<file path="src/rtl/cpu_pkg.sv">
// Types and widths shared by the IF, MEM and memory-arbiter blocks of the pipeline.
package cpu_pkg;
   localparam int MEM_ADDR_W = 32;
   localparam int MEM_DATA_W = 32;

   typedef enum logic [2:0] {
      IDLE,
      GRANT_I,
      GRANT_D,
      RESP_I,
      RESP_D
   } arb_state_t;
endpackage

</file>
<file path="src/rtl/mem_arb_starve_ctr.sv">
// Counts data grants made while a fetch waits; flags when the fetch must be let through.
module mem_arb_starve_ctr #(
   parameter int STARVE_MAX = 4
) (
   input  logic clk,
   input  logic rst,
   input  logic ireq_valid,
   input  logic i_grant,
   input  logic d_grant,
   output logic starve
);
   logic [3:0] cnt_q, cnt_d;

   always_comb begin
      cnt_d = cnt_q;
      if (!ireq_valid || i_grant) begin
         cnt_d = '0;
      end else if (d_grant) begin
         cnt_d = cnt_q + 4'd1;
      end
   end

   always_ff @(posedge clk or negedge rst) begin
      if (!rst) begin
         cnt_q <= '0;
      end else begin
         cnt_q <= cnt_d;
      end
   end

   assign starve = (cnt_q == 4'(STARVE_MAX));
endmodule

</file>
<file path="src/rtl/mem_port_arbiter.sv">
// Shares one memory port between fetch and load/store; data wins unless MEM_ARB_STARVE_GUARD_EN
// is defined, which forces a fetch grant after STARVE_MAX back-to-back data grants.
module mem_port_arbiter
   import cpu_pkg::*;
#(
   parameter int ADDR_W     = MEM_ADDR_W,
   parameter int DATA_W     = MEM_DATA_W,
   parameter int STARVE_MAX = 4
) (
   input  logic              clk,
   input  logic              rst,
   input  logic              flush,
   input  logic              ireq_valid,
   input  logic [ADDR_W-1:0] ireq_addr,
   output logic              iresp_valid,
   output logic [DATA_W-1:0] irdata,
   input  logic              dreq_valid,
   input  logic              dreq_we,
   input  logic [ADDR_W-1:0] dreq_addr,
   input  logic [DATA_W-1:0] dreq_wdata,
   output logic              dresp_valid,
   output logic [DATA_W-1:0] drdata,
   output logic              stall_if,
   output logic              stall_mem,
   output logic              mem_req,
   output logic              mem_we,
   output logic [ADDR_W-1:0] mem_addr,
   output logic [DATA_W-1:0] mem_wdata,
   input  logic              mem_ack,
   input  logic [DATA_W-1:0] mem_rdata
);
   arb_state_t        state_q, state_d;
   logic              cancel_q, cancel_d;
   logic [DATA_W-1:0] irdata_q, irdata_d;
   logic [DATA_W-1:0] drdata_q, drdata_d;
   logic              starve;

`ifdef MEM_ARB_STARVE_GUARD_EN
   logic i_grant, d_grant;

   assign i_grant = (state_q == IDLE) && ireq_valid && (starve || !dreq_valid);
   assign d_grant = (state_q == IDLE) && dreq_valid && !(ireq_valid && starve);

   mem_arb_starve_ctr #(
      .STARVE_MAX (STARVE_MAX)
   ) u_starve_ctr (
      .clk        (clk),
      .rst        (rst),
      .ireq_valid (ireq_valid),
      .i_grant    (i_grant),
      .d_grant    (d_grant),
      .starve     (starve)
   );
`else
   // Strict data priority: the fetch-forcing override never fires.
   assign starve = 1'b0 & (STARVE_MAX != 0);
`endif

   always_comb begin
      state_d  = state_q;
      cancel_d = cancel_q;
      irdata_d = irdata_q;
      drdata_d = drdata_q;
      unique case (state_q)
         IDLE: begin
            if (ireq_valid && (starve || !dreq_valid)) begin
               state_d = GRANT_I;
            end else if (dreq_valid) begin
               state_d = GRANT_D;
            end
         end
         GRANT_I: begin
            // A redirect cannot abort the bus cycle, so remember to swallow its response.
            if (flush) begin
               cancel_d = 1'b1;
            end
            if (mem_ack) begin
               irdata_d = mem_rdata;
               state_d  = RESP_I;
            end
         end
         GRANT_D: begin
            if (mem_ack) begin
               if (!dreq_we) begin
                  drdata_d = mem_rdata;
               end
               state_d = RESP_D;
            end
         end
         RESP_I: begin
            cancel_d = 1'b0;
            state_d  = IDLE;
         end
         RESP_D: begin
            state_d = IDLE;
         end
         default: begin
            state_d = IDLE;
         end
      endcase
   end

   always_ff @(posedge clk or negedge rst) begin
      if (!rst) begin
         state_q  <= IDLE;
         cancel_q <= 1'b0;
         irdata_q <= '0;
         drdata_q <= '0;
      end else begin
         state_q  <= state_d;
         cancel_q <= cancel_d;
         irdata_q <= irdata_d;
         drdata_q <= drdata_d;
      end
   end

   // Memory-side signals decode straight from the state register so reset drops mem_req at once.
   assign mem_req   = (state_q == GRANT_I) || (state_q == GRANT_D);
   assign mem_we    = (state_q == GRANT_D) && dreq_we;
   assign mem_addr  = (state_q == GRANT_I) ? ireq_addr :
                      (state_q == GRANT_D) ? dreq_addr : '0;
   assign mem_wdata = (state_q == GRANT_D) ? dreq_wdata : '0;

   assign iresp_valid = (state_q == RESP_I) && !cancel_q && !flush;
   assign dresp_valid = (state_q == RESP_D);
   assign irdata      = irdata_q;
   assign drdata      = drdata_q;

   assign stall_if  = ireq_valid && !iresp_valid;
   assign stall_mem = dreq_valid && !dresp_valid;
endmodule
</file>
<file path="config.mk">
export PLATFORM = sky130hd
export DESIGN_NAME = mem_port_arbiter
export DESIGN_NICKNAME = d
export VERILOG_FILES = /design/src/rtl/cpu_pkg.sv /design/src/rtl/mem_arb_starve_ctr.sv /design/src/rtl/mem_port_arbiter.sv
export SDC_FILE = /design/constraint.sdc
export NUM_CORES = 1
export LEC_CHECK = 0
export CELL_PAD_IN_SITES_DETAIL_PLACEMENT = 1
export CELL_PAD_IN_SITES_GLOBAL_PLACEMENT = 1
export CORE_UTILIZATION = 25
export CTS_BUF_LIST = sky130_fd_sc_hd__clkbuf_16
export CTS_CLUSTER_DIAMETER = 80
export DETAILED_ROUTE_END_ITERATION = 7
export GPL_ROUTABILITY_DRIVEN = 0
export PLACE_DENSITY_LB_ADDON = 0.15
export SYNTH_ARGS = -nofsm -noshare
export SYNTH_HDL_FRONTEND = slang
export SYNTH_HIERARCHICAL = 1
export SYNTH_SLANG_ARGS = --single-unit
</file>
<file path="constraint.sdc">
create_clock -name clk -period 5 [get_ports clk]
set_input_delay 1 -clock clk [delete_from_list [all_inputs] [get_ports clk]]
set_output_delay 1 -clock clk [all_outputs]
set_load 0.005 [all_outputs]
</file>
==> results of run 1 <==
[Yosys cell counts]
master	count
nor2_1	2
buf_6	6
buf_2	4
a21oi_1	3
a2111oi_0	1
nor2b_1	3
or2_2	1
nor3b_2	1
and3b_1	1
a22o_1	32
and4b_1	1
inv_1	1
mux2_1	64
nor3b_4	1
clkbuf_1	6
buf_4	3
nor3_1	2
nor3b_1	1
dfrtp_1	68
and2_1	35
[worst reg2reg max path: stages, from the launching register on]
cell     delay (ps)
dfrtp_1         490
nor3b_4         570
buf_12          260
and3b_2         790
mux2_1          410
[metal layers]
| metal | track usage | up-vias | part of all wire |
|---|---|---|---|
| li1 | - | 1374 | - |
| met1 | 0.195 | 1466 | 0.36 |
| met3 | 0.0691 | 10 | 0.080 |
| met4 | 0.0623 | 2 | 0.010 |
| met5 | 0 | - | 0.0011 |
| met2 | 0.352 | 141 | 0.55 |
[path summary, 6_finish.rpt]
kind                                         from                      to  slack (ps)  cells past startpoint
max in group asynchronous                     rst  state_q[1]$_DFFE_PN0P_        3580                      2
setup / recovery                            flush                stall_if        1640                      5
min in group asynchronous                     rst  drdata[17]$_DFFE_PN0P_         870                      2
hold / removal             drdata[21]$_DFFE_PN0P_  drdata[21]$_DFFE_PN0P_         480                      1
setup reg to reg           state_q[1]$_DFFE_PN0P_  drdata[11]$_DFFE_PN0P_        2360                      4
hold reg to reg            drdata[21]$_DFFE_PN0P_  drdata[21]$_DFFE_PN0P_         480                      1
[metrics by stage]
| stage | hold slack [ps] | util | instances | power, mW | setup slack (ps) |
|---|---|---|---|---|---|
| 2_1_floorplan | 483 | - | 236 | 1.57 | 2640 |
| 3_3_place_gp | 466 | 0.490 | 656 | 2.78 | 1500 |
| 3_5_place_dp | 474 | 0.490 | 656 | 2.83 | 1390 |
| 4_1_cts | 486 | 0.513 | 672 | 3.46 | 1030 |
| 5_1_grt | 491 | 0.515 | 673 | 3.63 | 1480 |
| 6_report | 478 | 0.515 | 673 | 3.42 | 1640 |
[cells by family after synthesis]
logic type | after synthesis | synth area share
simple gates | 48 | 0.100
compound gates | 36 | 0.0956
flops | 68 | 0.535
mux | 64 | 0.227
buf+inv | 20 | 0.0429
[state kept, by name, summed over array words and instances (netlist names)]
register and flops:
cancel_q 1, drdata 32, irdata 32, state_q 3
[cell usage in the layout (no fill, tap or decap)]
master           instances
a2111oi_0                1
a21oi_1                  3
a22o_1                  32
and2_1                  34
and2_2                   1
and3b_2                  1
and4b_1                  1
buf_12                   1
buf_16                   1
buf_2                    1
buf_4                    2
bufinv_16                1
clkbuf_16                9
clkdlybuf4s50_1        267
clkinv_1                 2
clkinvlp_4               2
dfrtp_1                 68
inv_1                    3
mux2_1                  64
nor2_1                   2
nor2b_1                  3
nor3_1                   2
nor3b_1                  1
nor3b_4                  2
or2_2                    1
[power breakdown]
group | internal (mW) | switching, mW
sequential | 0.825 | 0.151
clock | 0.378 | 0.225
combinational | 1.21 | 0.628
total | 2.41 | 1.00
[final cells by class]
type	count	area (µm²)
clock inverters	7	60.1
well taps	168	210
clock buffers	9	225
multi-input cells	148	1350
fillers	1334	5920
repair buffers	272	2740
inverters	1	3.75
flip-flops and latches	68	1700
==> impl_metrics.yaml, run 1 <==
outcome:
  outcome: "finished clean"
logic_synthesis:
  synth_top_cell_area_share: 0.535
  syn_inst: 236
  avgSynthCellArea_um2: 13.5
  ys_seq_elements: 68
  ys_seq_area_frac: 0.535
  ys_types: 20
  synth_largest_area_cell: "dfrtp_1"
  syn_area_mm2: 0.00318
  yosys_warnings: 6
  synthTopCellsByArea: "dfrtp_1 53%, mux2_1 23%, a22o_1 8.8%"
  synth_fp_nets: 371
clocking:
  cts_tree: "done"
  clock_path_buffers: 2
  cts.htree.levels: 3
  clk_latency_ps: 330
  clk_pin_slew_ps: 50
  cts_resized: 0
  root_buffer: "clkbuf_16"
  cts_buffers: 9
  cts_setup_buffers: 0
  ctsHoldBuffers: 0
  cts_sinks: 68
die:
  num_rows: 40
  die_x_um: 115
  die_h_um: 115
  start_util: 0.261
  fp.dieArea_mm2: 0.0132
  coreArea_mm2: 0.0122
  ios: 269
timing:
  tns_ps: 0
  fin_crit_sh: 0.671
  skew_ps: 5.05
  worst_slew_pin_slew_ps: 866
  finalHoldViolations: 0
  max_slew_margin: 0.423
  slew_violations: 0
  fin_crit_ps: 3360
  rsz0062_at_grt: "no"
  fmax_mhz: 298
  setup_viol: 0
detailed_routing:
  first_iter_violations: 95
  dr.pass1.iters: 4
  wl_mm: 12.3
  avgViaCountPerCell: 4.45
  vias: 2993
  drc: 0
  wl_per_cell_um: 18.3
  drtAntennaViolNets: 0
grt:
  grt_pass1_vias: 3315
  grtUsageTotal: 0.188
  grt_pass1_wl_mm: 18.0
  antenna_found_initial: 1
  grt_max_degree: 69
  grt_overflow: 0
placement:
  dp_hpwl_mm: 9.72
  dpl_cell_area_mm2: 0.00598
  port-buffer-count: 268
power:
  vdd_ir_drop_max_mv: 0.154
  p_leak_nw: 2.57
  power_density_mw_per_mm2: 543
cells_and_area:
  diodes: 0
  final_net_count: 635
  fin_area_mm2: 0.00629
  drive_gt1_frac: 0.0436
  area_growth_pct: 97.8
worst_setup_path:
  path_max_fanout: 2
  cp_cell_sequence: "clkdlybuf4s50_1, nor2_1, and4b_1, nor2b_1, clkdlybuf4s50_1"
  critPathKind: "input pin to output pin"
  slowest_stage: "clkdlybuf4s50_1"
  required_ps: 4000
  cp.arrival_ps: 2360
  cp_common_cell: "clkdlybuf4s50_1"
  cp-end-kind: "output pin"
  cp_top_family: "buffers and inverters"
  critical_path.max_stage_delay_ps: 520
  startpoint_type: "input pin"
  crit_buf_inv: 2
hold_path:
  hold_class: "flip-flop to flip-flop"
flow_run:
  cap_violations: 0
(Power assumes the default switching activity.)
==> run 2, diff against run 1 <==
--- a/config.mk
+++ b/config.mk
@@ -7,7 +7,7 @@
 export LEC_CHECK = 0
 export CELL_PAD_IN_SITES_DETAIL_PLACEMENT = 1
 export CELL_PAD_IN_SITES_GLOBAL_PLACEMENT = 1
-export CORE_UTILIZATION = 25
+export CORE_UTILIZATION = 23
 export CTS_BUF_LIST = sky130_fd_sc_hd__clkbuf_16
 export CTS_CLUSTER_DIAMETER = 80
 export DETAILED_ROUTE_END_ITERATION = 7
==> constraint.sdc (replaced) <==
create_clock -name clk -period 3.2 [get_ports clk]
set_input_delay 0.64 -clock clk [delete_from_list [all_inputs] [get_ports clk]]
set_output_delay 0.64 -clock clk [all_outputs]
set_load 0.005 [all_outputs]
==> impl_metrics.yaml, run 2 (synthesized netlist as in run 1, its figures left out) <==
worst_setup_path:
  slowest_stage: "clkdlybuf4s50_1"
  cp.depth: 4
  crit_buf_inv: 2
  reg2regPathDepth: 5
  path_max_fanout: 42
  cp.arrival_ps: 2240
  critPathKind: "flip-flop to output pin"
  startpoint: "state_q[1]$_DFFE_PN0P_"
  worst_r2r_endpoint: "drdata[4]$_DFFE_PN0P_"
  rr_startpoint: "state_q[1]$_DFFE_PN0P_"
  required_ps: 2560
  crit_end: "mem_addr[11]"
  cp-end-kind: "output pin"
  startpoint_type: "flip-flop"
  critical_path.max_stage_delay_ps: 530
  cp_cell_sequence: "nor3b_4, buf_4, a22o_1, clkdlybuf4s50_1"
  cp_top_family: "buffers and inverters"
  regToRegSetupSlack_ps: 810
clocking:
  ctsHoldBuffers: 0
  clock_path_buffers: 2
  cts_buffers: 9
  clk_pin_slew_ps: 50
  clk_latency_ps: 330
  cts.htree.levels: 3
  cts_resized: 0
  cts_tree: "done"
  root_buffer: "clkbuf_16"
  cts_setup_buffers: 0
  cts_sinks: 68
grt:
  grt_max_degree: 43
  grt_pass1_wl_mm: 18.8
  antenna_found_initial: 0
  grt_overflow: 0
  grt_pass1_vias: 3285
  grtUsageTotal: 0.175
power:
  vdd_ir_drop_max_mv: 0.260
  total_power_mw: 5.28
  power_density_mw_per_mm2: 836
  p_leak_nw: 2.58
cells_and_area:
  final_common_cell: "clkdlybuf4s50_1"
  area_growth_pct: 98.6
  diodes: 0
  final_net_count: 638
  stdcell_count: 684
  fin_util: 0.473
  final_cell_mix: "267 x clkdlybuf4s50_1, 68 x dfrtp_1, 64 x mux2_1"
  drive_gt1_frac: 0.0492
die:
  fp.dieArea_mm2: 0.0143
  ios: 269
  start_util: 0.238
  coreArea_mm2: 0.0133
  die_h_um: 120
  num_rows: 42
  die_x_um: 120
timing:
  skew_ps: 5.89
  fin_crit_sh: 0.900
  fin_crit_ps: 2880
  slew_violations: 0
  setup_viol: 0
  tns_ps: 0
  rsz0062_at_grt: "no"
  worst_slew_pin_slew_ps: 630
  fmax_mhz: 347
  finalHoldViolations: 0
  max_slew_margin: 0.569
  worst_slack_ps: 321
placement:
  port-buffer-count: 268
  place_inst: 668
  dp_slack_ps: 576
  dp_hpwl_mm: 10.1
flow_run:
  cap_violations: 0
outcome:
  outcome: "finished clean"
detailed_routing:
  wl_mm: 12.2
  avgViaCountPerCell: 4.38
  wl_per_cell_um: 17.8
  vias: 2993
  drc: 0
  drtAntennaViolNets: 0
  first_iter_violations: 69
  dr.pass1.iters: 6
hold_path:
  hold_class: "input pin to async pin"
run 2: cell count changes in the layout (fill, tap and decap cells not counted):
cell / before / now
buf_4: 2 / 5
buf_16: 1 / 0
buf_12: 1 / 2
run 2: metrics by stage:
| stage | cell area, µm² | hold slack [ps] |
|---|---|---|
| after CTS | 6320 | 301 |
| after floorplan | 3180 | 344 |
| final | 6320 | 292 |
| after global routing | 6320 | 320 |
| after detailed placement | 6030 | 474 |
| after global placement | 6030 | 466 |
run 2: power by group:
group          switching [mW]  total [mW]  internal, mW
sequential              0.240        1.53          1.29
combinational           0.958        2.81          1.85
clock                   0.347       0.939         0.591
total                    1.55        5.28          3.73
run 2: final cells by class:
class	instances	area, µm²
fillers	1433	7030
repair buffers	275	2760
flip-flops and latches	68	1700
multi-input cells	148	1350
clock buffers	9	225
well taps	176	220
clock inverters	7	60.1
inverters	1	3.75
run 2: metal layers:
| metal | up-vias | part of all wire | GRT usage |
|---|---|---|---|
| li1 | 1381 | - | - |
| met1 | 1438 | 0.36 | 0.190 |
| met2 | 157 | 0.53 | 0.313 |
| met3 | 17 | 0.086 | 0.0566 |
| met4 | 0 | 0.021 | 0.0695 |
| met5 | - | 0 | 0 |
run 2: worst min-delay path by stage:
| stage | endpoint | slack [ps] | cells after the start |
|---|---|---|---|
| floorplan | cancel_q$_DFFE_PN0P_ | 340 | 0 |
| global placement | drdata[18]$_DFFE_PN0P_ | 470 | 1 |
| detailed placement | irdata[22]$_DFFE_PN0P_ | 470 | 1 |
| CTS | drdata[18]$_DFFE_PN0P_ | 300 | 1 |
| global route | drdata[18]$_DFFE_PN0P_ | 320 | 1 |
| finish | drdata[18]$_DFFE_PN0P_ | 290 | 1 |
run 2: worst reg2reg max path: cells and delay by family, from the launching register on:
kind                   cells  cell delay [ps]
AND/OR/NAND/NOR            2              800
multiplexers               1              340
flip-flops                 1              510
buffers and inverters      2              620
